$ cat src/rtl/axi_wr_arbiter_pkg.sv
// axi_wr_arbiter_pkg: shared arbiter state encoding and AXI burst/response constants
package axi_wr_arbiter_pkg;
  typedef enum logic [1:0] {IDLE, ADDR, DATA, RESP} arb_state_e;
  localparam logic [1:0] BURST_FIXED = 2'b00;
  localparam logic [1:0] BURST_INCR = 2'b01;
  localparam logic [1:0] BURST_WRAP = 2'b10;
  localparam logic [1:0] RESP_OKAY = 2'b00;
  localparam logic [1:0] RESP_SLVERR = 2'b10;
endpackage

$ cat src/rtl/axi_wr_arbiter_if.sv
// axi_wr_arbiter_if: AXI write-path bundle (AW, W, B) for N lanes; bresp is shared by all lanes
// Modports: master drives aw*/w*/bready, slave drives awready/wready/bvalid/bresp
interface axi_wr_arbiter_if #(parameter int N = 1, parameter int AW = 32, parameter int DW = 64);
  logic [N*AW-1:0] awaddr;
  logic [N*8-1:0] awlen;
  logic [N*3-1:0] awsize;
  logic [N*2-1:0] awburst;
  logic [N-1:0] awvalid;
  logic [N-1:0] awready;
  logic [N*DW-1:0] wdata;
  logic [N*DW/8-1:0] wstrb;
  logic [N-1:0] wlast;
  logic [N-1:0] wvalid;
  logic [N-1:0] wready;
  logic [N-1:0] bvalid;
  logic [N-1:0] bready;
  logic [1:0] bresp;
  modport master (output awaddr, awlen, awsize, awburst, awvalid, wdata, wstrb, wlast, wvalid, bready,
                  input awready, wready, bvalid, bresp);
  modport slave (input awaddr, awlen, awsize, awburst, awvalid, wdata, wstrb, wlast, wvalid, bready,
                 output awready, wready, bvalid, bresp);
endinterface

$ cat src/rtl/axi_wr_arbiter_rr.sv
// rr_arbiter: combinational round-robin pick after the stored pointer; pointer loads ptr_i on advance_i
// Ports: req_i requests, ptr_i new pointer value, advance_i load strobe, gnt_o one-hot winner
module rr_arbiter #(parameter int NM = 2, localparam int PW = $clog2(NM)) (
  input  logic          axi_aclk,
  input  logic          axi_aresetn,
  input  logic [NM-1:0] req_i,
  input  logic [PW-1:0] ptr_i,
  input  logic          advance_i,
  output logic [NM-1:0] gnt_o
);
  logic [PW-1:0] ptr_q;
  always_ff @(posedge axi_aclk) begin
    if (!axi_aresetn) ptr_q <= PW'(NM - 1);
    else if (advance_i) ptr_q <= ptr_i;
  end
  // Scan from farthest to nearest so the first requester after the pointer wins.
  always_comb begin
    gnt_o = '0;
    for (int k = NM; k >= 1; k--)
      if (req_i[(int'(ptr_q) + k) % NM]) gnt_o = NM'(1) << ((int'(ptr_q) + k) % NM);
  end
endmodule

$ cat src/rtl/axi_wr_arbiter.sv
// axi_wr_arbiter: shares one AXI write path between NM masters, grant locked from AW through B
// Ports: axi_aclk, axi_aresetn (sync active-low); s = NM-lane bundle from masters;
//        m = single-lane bundle to slave; grant one-hot owner; err_wlast sticky wlast mismatch
module axi_wr_arbiter
  import axi_wr_arbiter_pkg::*;
#(parameter int NM = 2, parameter int AW = 32, parameter int DW = 64) (
  input  logic            axi_aclk,
  input  logic            axi_aresetn,
  axi_wr_arbiter_if.slave  s,
  axi_wr_arbiter_if.master m,
  output logic [NM-1:0]   grant,
  output logic            err_wlast
);
  localparam int PW = $clog2(NM);
  arb_state_e state_q, state_d;
  logic [NM-1:0] grant_q, gnt;
  logic [PW-1:0] g_q, gidx;
  logic [7:0] beat_q, awlen_q;
  logic [AW-1:0] awaddr_q;
  logic [2:0] awsize_q;
  logic [1:0] awburst_q;
  logic err_q, wlast, w_hs, b_hs, start;
  rr_arbiter #(.NM(NM)) u_rr (
    .axi_aclk, .axi_aresetn,
    .req_i(s.awvalid & {NM{state_q == IDLE}}),
    .ptr_i(g_q), .advance_i(b_hs), .gnt_o(gnt)
  );
  always_comb begin
    gidx = '0;
    for (int i = 0; i < NM; i++) if (gnt[i]) gidx = PW'(i);
  end
  assign start = |gnt;
  assign wlast = beat_q == 8'd0;
  assign w_hs = state_q == DATA && s.wvalid[g_q] && m.wready[0];
  assign b_hs = state_q == RESP && m.bvalid[0] && s.bready[g_q];
  always_comb begin
    state_d = state_q;
    case (state_q)
      IDLE: state_d = start ? ADDR : IDLE;
      ADDR: state_d = m.awready[0] ? DATA : ADDR;
      DATA: state_d = (w_hs && wlast) ? RESP : DATA;
      RESP: state_d = b_hs ? IDLE : RESP;
      default: state_d = IDLE;
    endcase
  end
  always_ff @(posedge axi_aclk) begin
    if (!axi_aresetn) begin
      state_q <= IDLE;
      grant_q <= '0;
      g_q <= '0;
      beat_q <= '0;
      awaddr_q <= '0;
      awlen_q <= '0;
      awsize_q <= '0;
      awburst_q <= '0;
      err_q <= 1'b0;
    end else begin
      state_q <= state_d;
      if (start) begin
        grant_q <= gnt;
        g_q <= gidx;
        beat_q <= s.awlen[gidx*8 +: 8];
        awaddr_q <= s.awaddr[gidx*AW +: AW];
        awlen_q <= s.awlen[gidx*8 +: 8];
        awsize_q <= s.awsize[gidx*3 +: 3];
        awburst_q <= s.awburst[gidx*2 +: 2];
      end
      // Counter stops at zero; the zero-count handshake moves to RESP instead.
      if (w_hs && !wlast) beat_q <= beat_q - 8'd1;
      if (w_hs && s.wlast[g_q] != wlast) err_q <= 1'b1;
      if (b_hs) grant_q <= '0;
    end
  end
  assign grant = grant_q;
  assign err_wlast = err_q;
  assign s.awready = gnt;
  assign m.awaddr = awaddr_q;
  assign m.awlen = awlen_q;
  assign m.awsize = awsize_q;
  assign m.awburst = awburst_q;
  assign m.awvalid = state_q == ADDR;
  assign m.wvalid = state_q == DATA && s.wvalid[g_q];
  assign m.wdata = s.wdata[g_q*DW +: DW];
  assign m.wstrb = s.wstrb[g_q*(DW/8) +: DW/8];
  assign m.wlast = state_q == DATA && wlast;
  assign s.wready = state_q == DATA ? grant_q & {NM{m.wready[0]}} : '0;
  assign m.bready = state_q == RESP && s.bready[g_q];
  assign s.bvalid = state_q == RESP ? grant_q & {NM{m.bvalid[0]}} : '0;
  assign s.bresp = m.bresp;
endmodule

$ cat src/flat_wrapper.sv
// flat-port wrapper written by rule: the top's interface ports become plain ports
module axi_wr_arbiter_flat import axi_wr_arbiter_pkg::*;
#(parameter int NM = 2, parameter int AW = 32, parameter int DW = 64)
  (axi_aclk, axi_aresetn, grant, err_wlast, s_awaddr, s_awlen, s_awsize, s_awburst, s_awvalid, s_wdata, s_wstrb, s_wlast, s_wvalid, s_bready, s_awready, s_wready, s_bvalid, s_bresp, m_awaddr, m_awlen, m_awsize, m_awburst, m_awvalid, m_wdata, m_wstrb, m_wlast, m_wvalid, m_bready, m_awready, m_wready, m_bvalid, m_bresp);
  axi_wr_arbiter_if #(.N(NM), .AW(AW), .DW(DW)) s_i ();
  axi_wr_arbiter_if #(.N(1), .AW(AW), .DW(DW)) m_i ();
  input  logic axi_aclk;
  input  logic axi_aresetn;
  output logic [NM-1:0] grant;
  output logic err_wlast;
  input wire logic [$bits(s_i.awaddr)-1:0] s_awaddr;
  input wire logic [$bits(s_i.awlen)-1:0] s_awlen;
  input wire logic [$bits(s_i.awsize)-1:0] s_awsize;
  input wire logic [$bits(s_i.awburst)-1:0] s_awburst;
  input wire logic [$bits(s_i.awvalid)-1:0] s_awvalid;
  input wire logic [$bits(s_i.wdata)-1:0] s_wdata;
  input wire logic [$bits(s_i.wstrb)-1:0] s_wstrb;
  input wire logic [$bits(s_i.wlast)-1:0] s_wlast;
  input wire logic [$bits(s_i.wvalid)-1:0] s_wvalid;
  input wire logic [$bits(s_i.bready)-1:0] s_bready;
  output wire logic [$bits(s_i.awready)-1:0] s_awready;
  output wire logic [$bits(s_i.wready)-1:0] s_wready;
  output wire logic [$bits(s_i.bvalid)-1:0] s_bvalid;
  output wire logic [$bits(s_i.bresp)-1:0] s_bresp;
  output wire logic [$bits(m_i.awaddr)-1:0] m_awaddr;
  output wire logic [$bits(m_i.awlen)-1:0] m_awlen;
  output wire logic [$bits(m_i.awsize)-1:0] m_awsize;
  output wire logic [$bits(m_i.awburst)-1:0] m_awburst;
  output wire logic [$bits(m_i.awvalid)-1:0] m_awvalid;
  output wire logic [$bits(m_i.wdata)-1:0] m_wdata;
  output wire logic [$bits(m_i.wstrb)-1:0] m_wstrb;
  output wire logic [$bits(m_i.wlast)-1:0] m_wlast;
  output wire logic [$bits(m_i.wvalid)-1:0] m_wvalid;
  output wire logic [$bits(m_i.bready)-1:0] m_bready;
  input wire logic [$bits(m_i.awready)-1:0] m_awready;
  input wire logic [$bits(m_i.wready)-1:0] m_wready;
  input wire logic [$bits(m_i.bvalid)-1:0] m_bvalid;
  input wire logic [$bits(m_i.bresp)-1:0] m_bresp;
  assign s_i.awaddr = s_awaddr;
  assign s_i.awlen = s_awlen;
  assign s_i.awsize = s_awsize;
  assign s_i.awburst = s_awburst;
  assign s_i.awvalid = s_awvalid;
  assign s_i.wdata = s_wdata;
  assign s_i.wstrb = s_wstrb;
  assign s_i.wlast = s_wlast;
  assign s_i.wvalid = s_wvalid;
  assign s_i.bready = s_bready;
  assign s_awready = s_i.awready;
  assign s_wready = s_i.wready;
  assign s_bvalid = s_i.bvalid;
  assign s_bresp = s_i.bresp;
  assign m_awaddr = m_i.awaddr;
  assign m_awlen = m_i.awlen;
  assign m_awsize = m_i.awsize;
  assign m_awburst = m_i.awburst;
  assign m_awvalid = m_i.awvalid;
  assign m_wdata = m_i.wdata;
  assign m_wstrb = m_i.wstrb;
  assign m_wlast = m_i.wlast;
  assign m_wvalid = m_i.wvalid;
  assign m_bready = m_i.bready;
  assign m_i.awready = m_awready;
  assign m_i.wready = m_wready;
  assign m_i.bvalid = m_bvalid;
  assign m_i.bresp = m_bresp;
  axi_wr_arbiter #(.NM(NM), .AW(AW), .DW(DW)) u_core (.axi_aclk(axi_aclk), .axi_aresetn(axi_aresetn), .s(s_i), .m(m_i), .grant(grant), .err_wlast(err_wlast));
endmodule
$ cat config.mk
export PLATFORM = sky130hd
export DESIGN_NAME = axi_wr_arbiter_flat
export DESIGN_NICKNAME = d
export VERILOG_FILES = /design/src/rtl/axi_wr_arbiter_pkg.sv /design/src/rtl/axi_wr_arbiter_if.sv /design/src/rtl/axi_wr_arbiter_rr.sv /design/src/rtl/axi_wr_arbiter.sv /design/src/flat_wrapper.sv
export SDC_FILE = /design/constraint.sdc
export NUM_CORES = 1
export LEC_CHECK = 0
export BUFFER_PORTS_ARGS = -buffer_cell sky130_fd_sc_hd__buf_2
export CAP_MARGIN = 0
export CORE_AREA = 2 2 149 151
export CTS_BUF_LIST = sky130_fd_sc_hd__clkbuf_16
export DETAILED_ROUTE_END_ITERATION = 8
export DIE_AREA = 0 0 151 153
export GPL_TIMING_DRIVEN = 0
export SYNTH_ARGS = -nofsm -noshare
export SYNTH_HDL_FRONTEND = slang
export SYNTH_SLANG_ARGS = --single-unit
$ cat constraint.sdc
create_clock -name axi_aclk -period 2.8 [get_ports axi_aclk]
set_clock_uncertainty 0.1 [all_clocks]
set_input_delay 0.56 -clock axi_aclk [delete_from_list [all_inputs] [get_ports axi_aclk]]
set_output_delay 0.56 -clock axi_aclk [all_outputs]
set_load 0.05 [all_outputs]
# After elaboration in Yosys (flattened, before gate mapping)
# Cells that the tools add are included.
[totals]
reg_bits = 60
latchBits = 0
ramBits = 0
rom_bits = 0
in_bits = 249
output_inout_bits = 132
elab_cells = 74
mem_count = 0
[classes]
add_sub_neg = 3
mul = 1
div_mod_pow = 0
magnitude_cmp = 3
n_eq_ne = 4
shifts = 8
muxes = 24
bitwise_logic = 6
n_reduce_logical = 15
[op_table]
columns = ["operator", "count"]
rows = [
  ["$shiftx A128 B8 Y64", 1],
  ["$shiftx A64 B7 Y32", 1],
  ["$shl A1 B32 Y2 const A", 2],
  ["$shiftx A16 B5 Y8", 2],
  ["$mux W8", 2],
  ["$mux W1", 15],
  ["$mux W2", 6],
  ["$logic_and A1 B1 Y1", 9],
  ["$logic_not A8 Y1", 1],
  ["$pmux W2 S4", 1],
  ["$sub A8 B1 Y8 const B", 1],
  ["$and A2 B2 Y2", 3],
  ["$lt A2 B3 Y1 const B", 2],
  ["$shiftx A6 B4 Y3", 1],
  ["$eq A2 B2 Y1 const B", 2],
  ["$reduce_or A2 Y1", 2],
  ["$shiftx A4 B3 Y2", 1],
  ["$mul A1 B2 Y3 const B", 1],
  ["$add A1 B1 Y1 const B", 2],
  ["$and A1 B1 Y1 const A", 2],
  ["$eq A2 B1 Y1 const B", 1],
  ["$logic_not A2 Y1", 1],
  ["$lt A1 B2 Y1 const B", 1],
  ["$reduce_bool A2 Y1", 1],
  ["3 further kinds", 3],
]

# Longest topological paths before layout
# Gate-level depths: netlist of the first run.
[logic_depth]
ltp_word = 11
mapped_depth = 6

# Modules after synthesis
# From an unflattened synthesis of the first run, not the netlist that was laid out.
[unflattened]
hier_cells = 451
area_unflattened_um2 = 3807.4
[modules_own_cells]
columns = ["mod", "n_inst", "cells_each", "area_each_um2", "seq_area_each_um2"]
rows = [
  ["axi_wr_arbiter", 1, 445, 3752.3, 1181.1],
  ["rr_arbiter", 1, 6, 55.1, 20.0],
]

# Least setup slack after synthesis of the first run
# Ideal clock, no wire load.
[synth_timing]
path_kind = "register -> output"
from = "register u_core.beat_q[2]"
to = "output port m_wlast"
arrival_time_ps = 1628
setup_slack_ps = 512
stages_incl_launch_ff = 4
cell_sequence = "dfxtp_1 -> nor3_1 -> nand3_1 -> nor2_1"
[synth_between]
elab_chain_len = 2
[synth_lines]
columns = ["element", "line_no", "rtl"]
rows = [
  ["start: declaration", "axi_wr_arbiter.sv:18", "logic [7:0] beat_q, awlen_q;"],
  ["start signal: assignment", "axi_wr_arbiter.sv:62", "beat_q <= s.awlen[gidx*8 +: 8];"],
  ["start signal: assignment", "axi_wr_arbiter.sv:69", "if (w_hs && !wlast) beat_q <= beat_q - 8'd1;"],
  ["$logic_not A8 Y1", "axi_wr_arbiter.sv:33", "assign wlast = beat_q == 8'd0;"],
  ["$logic_and A1 B1 Y1", "axi_wr_arbiter.sv:85", "assign m.wlast = state_q == DATA && wlast;"],
  ["end: declaration", "flat_wrapper.sv:32", "output wire logic [$bits(m_i.wlast)-1:0] m_wlast;"],
]
# Every way passes these cells.

# Final worst setup path of the first run
[layout_timing]
from = "register u_core.state_q[1]"
to = "output port s_awready[0]"
[layout_between]
elab_chain_len = 7
elab_cells_between_ends = 10
[layout_lines]
columns = ["element", "line_no", "rtl"]
rows = [
  ["start: declaration", "axi_wr_arbiter.sv:15", "arb_state_e state_q, state_d;"],
  ["start signal: assignment", "axi_wr_arbiter.sv:58", "state_q <= state_d;"],
  ["$logic_not A2 Y1 *", "axi_wr_arbiter.sv:25", ".req_i(s.awvalid & {NM{state_q == IDLE}}),"],
  ["$and A2 B2 Y2 *", "axi_wr_arbiter.sv:25", ""],
  ["$mux W1 (implied by the code) (3 in a row)", "axi_wr_arbiter_rr.sv:20", "if (req_i[(int'(ptr_q) + k) % NM]) gnt_o = NM'(1) << ((int'(ptr_q) + k) % NM);"],
  ["$mux W2", "axi_wr_arbiter_rr.sv:20", ""],
  ["$mux W2 *", "axi_wr_arbiter_rr.sv:20", ""],
  ["end: declaration", "flat_wrapper.sv:21", "output wire logic [$bits(s_i.awready)-1:0] s_awready;"],
]
# Every way passes the cells marked *; elsewhere a longest branch is shown, timed or not. The select of a mux whose other input is x is not followed.

==> impl_metrics.env, run 1 <==
export IMPL_fillerInstances=2381
export IMPL_cts_post_setup_buffers_inserted=0
export IMPL_global_router_s_overall_resource_usage_pct=19.5
export IMPL_total_leakage_power_nw=3.17
export IMPL_yosys_top_cells_area="dfxtp_1, mux2_2, a311oi_1"
export IMPL_cts_root_buffer="clkbuf_16"
export IMPL_grt_start_max_net_pins=15
export IMPL_wl_per_cell_microns=20.7
export IMPL_fmax_achieved_mhz=377
export IMPL_total_setup_violations_reported_at_the_end_of_the_flow=0
export IMPL_synth_most_common_cell="mux2_2"
export IMPL_antenna_found_initial=7
export IMPL_syn_to_final_growth_pct=67.3
export IMPL_synth_nets=700
export IMPL_total_power_mw=3.83
export IMPL_synth_top_area_share_pct=31.5
export IMPL_finalWirelength_mm=23.4
export IMPL_synthDistinctLibCells=48
export IMPL_num_nets_final=1087
export IMPL_vias_in_the_first_global_route=5103
export IMPL_synth_enable_flop_cells=0
export IMPL_netlist_top_cell_by_area="dfxtp_1"
export IMPL_core_area_sq_um=21500
export IMPL_synth_avg_cell_area_sq_um=8.48
export IMPL_status="finished, final reports clean"
export IMPL_place_congestion=0.841
export IMPL_grt_overflow=0
export IMPL_fin_area_sq_um=6380
export IMPL_grt_pass1_wl_mm=32.7
export IMPL_timing_worst_setup_path_type="reg -> out"
export IMPL_ys_seq_area_share_pct=31.5
export IMPL_syn_instance_count=450
export IMPL_post_route_drc_count=0
export IMPL_cts_buffers_inserted=9
export IMPL_finalCriticalPeriod_ns=2.65
export IMPL_power_density_nw_per_um2=601
export IMPL_worst_ep_required_time_ns=2.14
export IMPL_critical_path_end_type="primary output"
export IMPL_ir_worst_vdd_uv=268
export IMPL_rsz0062_at_grt="false"
export IMPL_numPortBuffers=378
export IMPL_initialDrtViolationCount=269
export IMPL_number_of_hold_buffers_added_after_cts=0
export IMPL_core_rowCount=54
export IMPL_postSynth_topFlopCell="dfxtp_1"
export IMPL_first_pass_iters=4
export IMPL_worst_slew_margin_rel_pct=62.0
export IMPL_tightestPinTransition_ns=0.570
export IMPL_ys_seq_elements=60
export IMPL_max_cap_violations=0
export IMPL_cts_tree="done"
export IMPL_postPlaceCellArea_sq_um=6060
export IMPL_hold_violations=0
export IMPL_final_cells=1128
export IMPL_htreeDepth=3
export IMPL_via_count=5094
export IMPL_clk_pin_slew_worst_paths_ns=0.06
export IMPL_cts_path_max_buffers=2
export IMPL_drive_gt1_share_pct=59.7
export IMPL_hp_class="reg -> reg"
export IMPL_worstSetupStartpointType="flop"
export IMPL_numPlacedInstances=1108
export IMPL_postSynth_asyncResetShare_pct=0
export IMPL_layout_worst_path_cycle_share_pct=94.6
export IMPL_cp_max_fo=10
export IMPL_list_of_most_frequent_post_synthesis_cells="mux2_2, dfxtp_1, nor2_1"
export IMPL_detail_route_vias_per_cell=4.52
export IMPL_fp_dieArea_sq_um=23100
export IMPL_cts_sinks=60
export IMPL_initial_core_util_pct=17.8
export IMPL_synth_area_sq_um=3820
export IMPL_die_height_microns=153
export IMPL_detailedPlacementHpwl_mm=20.3
export IMPL_antenna_left=0
export IMPL_slew_viol_final=0
export IMPL_clock_insertion_delay_worst_skew_ns=0.33
export IMPL_crit_arrival_ns=1.99
export IMPL_die_width_microns=151
export IMPL_synth_warning_count=0
export IMPL_final_core_util_pct=29.7
export IMPL_design_portCount=381
[cell usage in the layout (no fill, tap or decap), types with 4 or more instances in the layout]
cell type / netlist / layout
buf_2: 16 / 395
mux2_2: 74 / 74
dfxtp_1: 60 / 60
nor2_1: 53 / 52
nand2_1: 50 / 49
nand3_1: 45 / 45
a311oi_1: 41 / 41
clkbuf_1: 20 / 16
a21oi_1: 9 / 9
clkbuf_16: 0 / 9
diode_2: 0 / 6
inv_1: 5 / 5
nor3_1: 6 / 5
or4_1: 5 / 5
and3_1: 4 / 4
and2_1: 4 / 4
o21ai_0: 4 / 4
mux2i_1: 4 / 4
a211oi_1: 4 / 4
o31a_1: 4 / 4
[state kept, by name, summed over array words and instances (netlist names)]
register and cells:
u_core.g_q 1, u_core.beat_q 8, u_core.err_wlast 1, u_core.m.awburst 2, u_core.m.awsize 3, u_core.m.awaddr 32, u_core.m.awlen 8, u_core.state_q 2
u_core.grant 2, u_core.u_rr.ptr_q 1
[cell families (layout without fill, tap and decap cells)]
group / Yosys count / in the layout / synth area share [%]
flops: 60 / 60 / 31.5
buf+inv: 47 / 439 / 5.97
simple gates: 186 / 186 / 22.7
other cells: 0 / 6 / 0
fa+ha+maj: 1 / 1 / 0.328
mux: 79 / 79 / 23.3
compound gates: 77 / 77 / 16.3
[per-stage QoR]
stage | setup TNS (ns) | setup WS (ns) | hold WS [ns]
6_report | 0 | 0.150 | 0.363
5_1_grt | 0 | 0.0000135 | 0.398
4_1_cts | 0 | 0.0137 | 0.367
3_5_place_dp | -0.432 | -0.280 | 0.354
3_3_place_gp | -0.444 | -0.284 | 0.345
2_1_floorplan | 0 | 0.512 | 0.381
[worst max-delay path, stage by stage (launching register included)]
cell and delay (ns):
dfxtp_1 0.41, nor2_4 0.30, buf_2 0.33, nand3_1 0.25, inv_1 0.09, buf_2 0.27
[metal layers]
layer	up-vias	global-route usage, %	wire length (microns)
li1	2447	-	-
met1	2351	22.2	8980
met2	261	33.5	11200
met3	31	7.64	2560
met4	4	5.92	618
met5	-	0	28
[report_power, final]
group / internal, mW / leakage, nW / switching (mW)
Combinational: 0.509 / 2.53 / 1.22
Sequential: 0.959 / 0.497 / 0.0667
Clock: 0.683 / 0.139 / 0.401
Total: 2.15 / 3.17 / 1.68
[path summary, 6_finish.rpt]
path                     start                  to  slack (ns)  depth (start not counted)
max          u_core.state_q[1]        s_awready[0]        0.15                          5
max reg2reg  u_core.state_q[1]  u_core.m.awaddr[4]        0.66                          6
min reg2reg   u_core.err_wlast    u_core.err_wlast        0.36                          1
min           u_core.err_wlast    u_core.err_wlast        0.36                          1
[layout make-up]
| type | instances | area [sq um] | area share (%) |
|---|---|---|---|
| plain buffers | 40 | 204 | 3.19 |
| repair buffers | 378 | 1890 | 29.6 |
| clock buffers | 9 | 225 | 3.53 |
| multi-input cells | 343 | 2410 | 37.8 |
| diodes | 6 | 15.0 | 0.235 |
| well taps | 280 | 350 | 5.49 |
| flip-flops and latches | 60 | 1200 | 18.8 |
| inverters | 5 | 18.8 | 0.294 |
| clock inverters | 7 | 67.6 | 1.06 |
[repair_timing]
item	in CTS	in global routing
setup endpoints to repair	60	6
gates resized for setup	5	4
endpoints found under the hold margin	0	0
(Power assumes the default switching activity.)
==> inputs of run 2 (changes only) <==
Settings changed: CELL_PAD_IN_SITES_DETAIL_PLACEMENT set to 1, CELL_PAD_IN_SITES_GLOBAL_PLACEMENT set to 1, CORE_AREA 2 2 149 151 to 2 2 147 149, DIE_AREA 0 0 151 153 to 0 0 149 151, PLACE_DENSITY_LB_ADDON set to 0.1.
==> impl_metrics.env, run 2 (synthesized netlist as in run 1, its figures left out) <==
export IMPL_clock_insertion_delay_worst_skew_ns=0.33
export IMPL_finalWirelength_mm=22.3
export IMPL_finalCriticalPeriod_ns=2.67
export IMPL_total_power_mw=3.89
export IMPL_mostFrequentLayoutCells="buf_2, mux2_2, dfxtp_1, nor2_1, nand2_1"
export IMPL_critical_path_end_type="primary output"
export IMPL_syn_to_final_growth_pct=67.9
export IMPL_detail_route_vias_per_cell=4.55
export IMPL_total_leakage_power_nw=3.19
export IMPL_initialDrtViolationCount=122
export IMPL_setup_slack_on_the_worst_flop_to_flop_path_ns=0.73
export IMPL_rsz0062_at_grt="false"
export IMPL_clk_pin_slew_worst_paths_ns=0.06
export IMPL_detailedPlacementHpwl_mm=19.1
export IMPL_die_width_microns=149
export IMPL_fp_dieArea_sq_um=22500
export IMPL_status="finished, final reports clean"
export IMPL_number_of_hold_buffers_added_after_cts=0
export IMPL_regArea_sq_um=1200
export IMPL_ctsResizeCount=7
export IMPL_global_route_peak_usage_layer="met2"
export IMPL_tightestPinTransition_ns=0.562
export IMPL_worst_setup_path_startpoint="u_core.g_q"
export IMPL_total_setup_violations_reported_at_the_end_of_the_flow=0
export IMPL_antenna_left=0
export IMPL_initial_core_util_pct=18.3
export IMPL_grt_util_met2_pct=34.4
export IMPL_post_route_drc_count=0
export IMPL_drive_gt1_share_pct=59.5
export IMPL_ff2ff_path_depth=6
export IMPL_slew_viol_final=0
export IMPL_crit_arrival_ns=2.01
export IMPL_fmax_achieved_mhz=375
export IMPL_hp_class="reg -> reg"
export IMPL_grt_met1_usage_pct=21.7
export IMPL_timing_worst_setup_path_type="reg -> out"
export IMPL_grt_overflow=0
export IMPL_grt_start_max_net_pins=11
export IMPL_reg2reg_to="u_core.m.awaddr[15]"
export IMPL_ir_worst_vdd_uv=287
export IMPL_max_cap_violations=0
export IMPL_die_height_microns=151
export IMPL_cts_path_max_buffers=2
export IMPL_via_count=5120
export IMPL_crit_reg2reg_launch="u_core.state_q[1]"
export IMPL_global_router_s_overall_resource_usage_pct=19.1
export IMPL_multi_input_comb_area_sq_um=2410
export IMPL_postLayoutSetupSlackWorst_ns=0.132
export IMPL_cts_buffers_inserted=9
export IMPL_fillerInstances=2635
export IMPL_post_place_ws_ns=-0.258
export IMPL_cts_tree="done"
export IMPL_cp_max_fo=10
export IMPL_largest_reg_flops=32
export IMPL_num_nets_final=1089
export IMPL_htreeDepth=3
export IMPL_worst_ep_required_time_ns=2.14
export IMPL_antenna_found_initial=10
export IMPL_cts_post_setup_buffers_inserted=0
export IMPL_critPathCapture="m_wdata[62]"
export IMPL_worstSetupStartpointType="flop"
export IMPL_place_congestion=0.882
export IMPL_core_area_sq_um=20800
export IMPL_numPortBuffers=378
export IMPL_core_rowCount=53
export IMPL_worst_slew_margin_rel_pct=62.5
export IMPL_finalHoldWorstSlack_ns=0.366
export IMPL_layout_cells_most_common="buf_2"
export IMPL_hold_violations=0
export IMPL_grt_pass1_wl_mm=32.6
export IMPL_groute_layer_met3_usage_pct=4.73
export IMPL_wl_per_cell_microns=19.8
export IMPL_cts_root_buffer="clkbuf_16"
export IMPL_power_density_nw_per_um2=607
export IMPL_first_pass_iters=4
export IMPL_layout_worst_path_cycle_share_pct=95.3
export IMPL_cts_sinks=60
export IMPL_vias_in_the_first_global_route=5575
export IMPL_design_portCount=381
==> run 2: worst min-delay path by stage <==
stage,cells past startpoint,startpoint,slack (ns),endpoint
floorplan,2,u_core.u_rr.ptr_q,0.38,u_core.u_rr.ptr_q
global route,3,s_awaddr[2],0.39,u_core.m.awaddr[2]
finish,1,u_core.err_wlast,0.37,u_core.err_wlast
global placement,1,u_core.err_wlast,0.36,u_core.err_wlast
CTS,1,u_core.err_wlast,0.38,u_core.err_wlast
detailed placement,1,u_core.err_wlast,0.36,u_core.err_wlast
==> run 2: layer usage <==
metal | routed length (microns) | vias up
li1 | - | 2458
met4 | 411 | 6
met1 | 8870 | 2418
met2 | 11400 | 210
met3 | 1550 | 28
met5 | 41 | -
==> run 2: per-stage QoR <==
step                instance area (sq um)  utilization [%]  TNS, ns  instances
CTS                                  6380             30.7        0       1119
global placement                     6050             29.1   -0.317       1103
floorplan                            3820                -        0        450
detailed placement                   6050             29.1   -0.394       1103
global route                         6410             30.8        0       1125
finish                               6410             30.8        0       1126
==> run 2: report_power, final <==
| group | leakage (nW) | total, mW | switching [mW] | internal (mW) |
|---|---|---|---|---|
| sequential | 0.497 | 1.03 | 0.0678 | 0.959 |
| clock | 0.155 | 1.17 | 0.405 | 0.767 |
| combinational | 2.54 | 1.69 | 1.18 | 0.510 |
| total | 3.19 | 3.89 | 1.65 | 2.24 |
==> run 2: layout make-up <==
cell class / count / share of cell area, %
plain buffers: 42 / 3.40
clock inverters: 7 / 1.31
multi-input cells: 343 / 37.6
repair buffers: 378 / 29.5
diodes: 7 / 0.273
clock buffers: 9 / 3.51
flip-flops and latches: 60 / 18.7
inverters: 5 / 0.293
well taps: 275 / 5.37
==> run 2: worst max-delay path, cell delays in order (launching register included) <==
cell	delay, ns
dfxtp_1	0.30
buf_2	0.20
clkbuf_2	0.29
buf_2	0.29
mux2_2	0.38
buf_2	0.22
==> inputs of run 3 (changes only) <==
==> constraint.sdc (replaced) <==
create_clock -name axi_aclk -period 2.8 [get_ports axi_aclk]
set_clock_uncertainty 0.1 [all_clocks]
set_input_delay 0.28 -clock axi_aclk [delete_from_list [all_inputs] [get_ports axi_aclk]]
set_output_delay 0.28 -clock axi_aclk [all_outputs]
set_load 0.05 [all_outputs]
==> impl_metrics.env, run 3 (synthesized netlist as in run 1, its figures left out) <==
export IMPL_cpMaxStageDelayCell="clkbuf_1"
export IMPL_cts_tree="done"
export IMPL_global_router_s_overall_resource_usage_pct=19.1
export IMPL_total_setup_violations_reported_at_the_end_of_the_flow=0
export IMPL_grt_pass1_wl_mm=32.6
export IMPL_wl_per_cell_microns=19.8
export IMPL_design_portCount=381
export IMPL_numPlacedInstances=1103
export IMPL_setup_slack_on_the_worst_flop_to_flop_path_ns=0.75
export IMPL_layout_worst_path_cycle_share_pct=93.1
export IMPL_cts_path_max_buffers=2
export IMPL_detail_route_vias_per_cell=4.55
export IMPL_worstSetupStartpointType="flop"
export IMPL_clock_insertion_delay_worst_skew_ns=0.33
export IMPL_htreeDepth=3
export IMPL_total_leakage_power_nw=3.18
export IMPL_grt_overflow=0
export IMPL_final_cells=1126
export IMPL_hold_violations=0
export IMPL_path_common_cell="buf_2"
export IMPL_ff2ff_path_depth=6
export IMPL_numPortBuffers=378
export IMPL_critical_path_end_type="primary output"
export IMPL_critPathCapture="m_wdata[14]"
export IMPL_tightestPinTransition_ns=0.818
export IMPL_die_height_microns=151
export IMPL_max_cap_violations=0
export IMPL_worst_path_buf_inv=4
export IMPL_finalHoldWorstSlack_ns=0.116
export IMPL_crit_reg2reg_launch="u_core.state_q[1]"
export IMPL_power_density_nw_per_um2=609
export IMPL_initial_core_util_pct=18.3
export IMPL_detailedPlacementHpwl_mm=19.1
export IMPL_drive_gt1_share_pct=59.1
export IMPL_core_area_sq_um=20800
export IMPL_via_count=5124
export IMPL_worst_setup_path_startpoint="u_core.g_q"
export IMPL_finalCriticalPeriod_ns=2.61
export IMPL_worst_ep_required_time_ns=2.42
export IMPL_grt_start_max_net_pins=11
export IMPL_cts_buffers_inserted=9
export IMPL_layout_cells_most_common="buf_2"
export IMPL_hp_class="in -> reg"
export IMPL_num_nets_final=1089
export IMPL_cts_root_buffer="clkbuf_16"
export IMPL_timing_critical_path_cells="buf_2 -> clkbuf_1 -> buf_2 -> mux2_2 -> buf_2"
export IMPL_antenna_left=0
export IMPL_worst_path_dominant_cell_family="buffers and inverters"
export IMPL_vias_in_the_first_global_route=5572
export IMPL_slew_viol_final=0
export IMPL_ir_worst_vdd_uv=287
export IMPL_timing_worst_setup_path_type="reg -> out"
export IMPL_fmax_achieved_mhz=384
export IMPL_clk_pin_slew_worst_paths_ns=0.05
export IMPL_first_pass_iters=4
export IMPL_post_route_drc_count=0
export IMPL_cts_sinks=60
export IMPL_worst_slew_margin_rel_pct=45.1
export IMPL_worst_path_stages=5
export IMPL_status="finished, final reports clean"
export IMPL_core_rowCount=53
export IMPL_crit_arrival_ns=2.23
export IMPL_fp_dieArea_sq_um=22500
export IMPL_syn_to_final_growth_pct=67.3
export IMPL_initialDrtViolationCount=112
export IMPL_totalNegativeSetupSlack_ns=0
export IMPL_antenna_found_initial=10
export IMPL_rsz0062_at_grt="false"
export IMPL_reg2reg_to="u_core.m.awaddr[15]"
export IMPL_place_congestion=0.882
export IMPL_die_width_microns=149
export IMPL_cp_max_fo=10
export IMPL_finalWirelength_mm=22.3
export IMPL_largest_reg_flops=32
export IMPL_mostFrequentLayoutCells="buf_2, mux2_2, dfxtp_1, nor2_1, nand2_1"
export IMPL_crit_path_max_incr_delay_ns=0.43
==> run 3: cell count changes in the layout (fill, tap and decap cells not counted) <==
cell      change
nor2_2        +1
a21boi_4      -1
clkbuf_4      -2
buf_2         +2
a21boi_2      +1
clkbuf_2      -2
nor3_1        +1
clkbuf_1      +2
nor3_2        -1
nor2_4        -1
==> run 3: metal layers <==
| metal | up-vias | part of all wire (%) | track usage (%) |
|---|---|---|---|
| met4 | 6 | 1.8 | 7.38 |
| met3 | 28 | 7.2 | 4.73 |
| met1 | 2418 | 39 | 21.7 |
| li1 | 2458 | - | - |
| met5 | - | 0.18 | 0 |
| met2 | 214 | 51 | 34.4 |
==> run 3: layout make-up <==
class | count | area, sq um
buffer | 42 | 210
timing repair buffer | 378 | 1890
clock buffer | 9 | 225
multi-input combinational | 343 | 2390
antenna | 7 | 17.5
tap | 275 | 344
fill | 2636 | 14400
clock inverter | 7 | 83.8
sequential | 60 | 1200
inverter | 5 | 18.8
==> run 3: worst min path at each step <==
stage	startpoint	end	slack [ns]	depth (start not counted)
detailed placement	u_core.err_wlast	u_core.err_wlast	0.36	1
floorplan	s_bready[1]	u_core.u_rr.ptr_q	0.33	2
global placement	u_core.err_wlast	u_core.err_wlast	0.36	1
finish	s_awaddr[23]	u_core.m.awaddr[23]	0.12	3
CTS	s_awaddr[16]	u_core.m.awaddr[16]	0.10	3
global route	s_awaddr[2]	u_core.m.awaddr[2]	0.11	3
==> run 3: timing repair <==
| item | CTS | global route |
|---|---|---|
| resized for setup | 3 | 0 |
| buffers inserted | 0 | 0 |
| endpoints found under the setup margin | 2 | 0 |
| hold buffers | 0 | 0 |
==> run 3: worst register-to-register path, delay by kind of cell (launching register included) <==
family                 cells  cell delay (ns)
AO/OA/AOI/OAI              1             0.14
buffers and inverters      3             0.78
flip-flops                 1             0.38
AND/OR/NAND/NOR            2             0.52
==> run 3: metrics by stage <==
step,area (sq um),power (mW),worst slack (ns),util (%)
finish,6390,3.89,0.194,30.7
CTS,6370,3.94,0.117,30.6
floorplan,3820,2.19,0.792,-
detailed placement,6050,2.74,0.0852,29.1
global route,6380,4.09,0.0226,30.7
global placement,6050,2.72,0.110,29.1
==> run 3: where the power goes <==
group	switching, mW	internal (mW)	leakage [nW]
logic	1.18	0.506	2.52
registers	0.0656	0.959	0.497
clock network	0.409	0.768	0.155
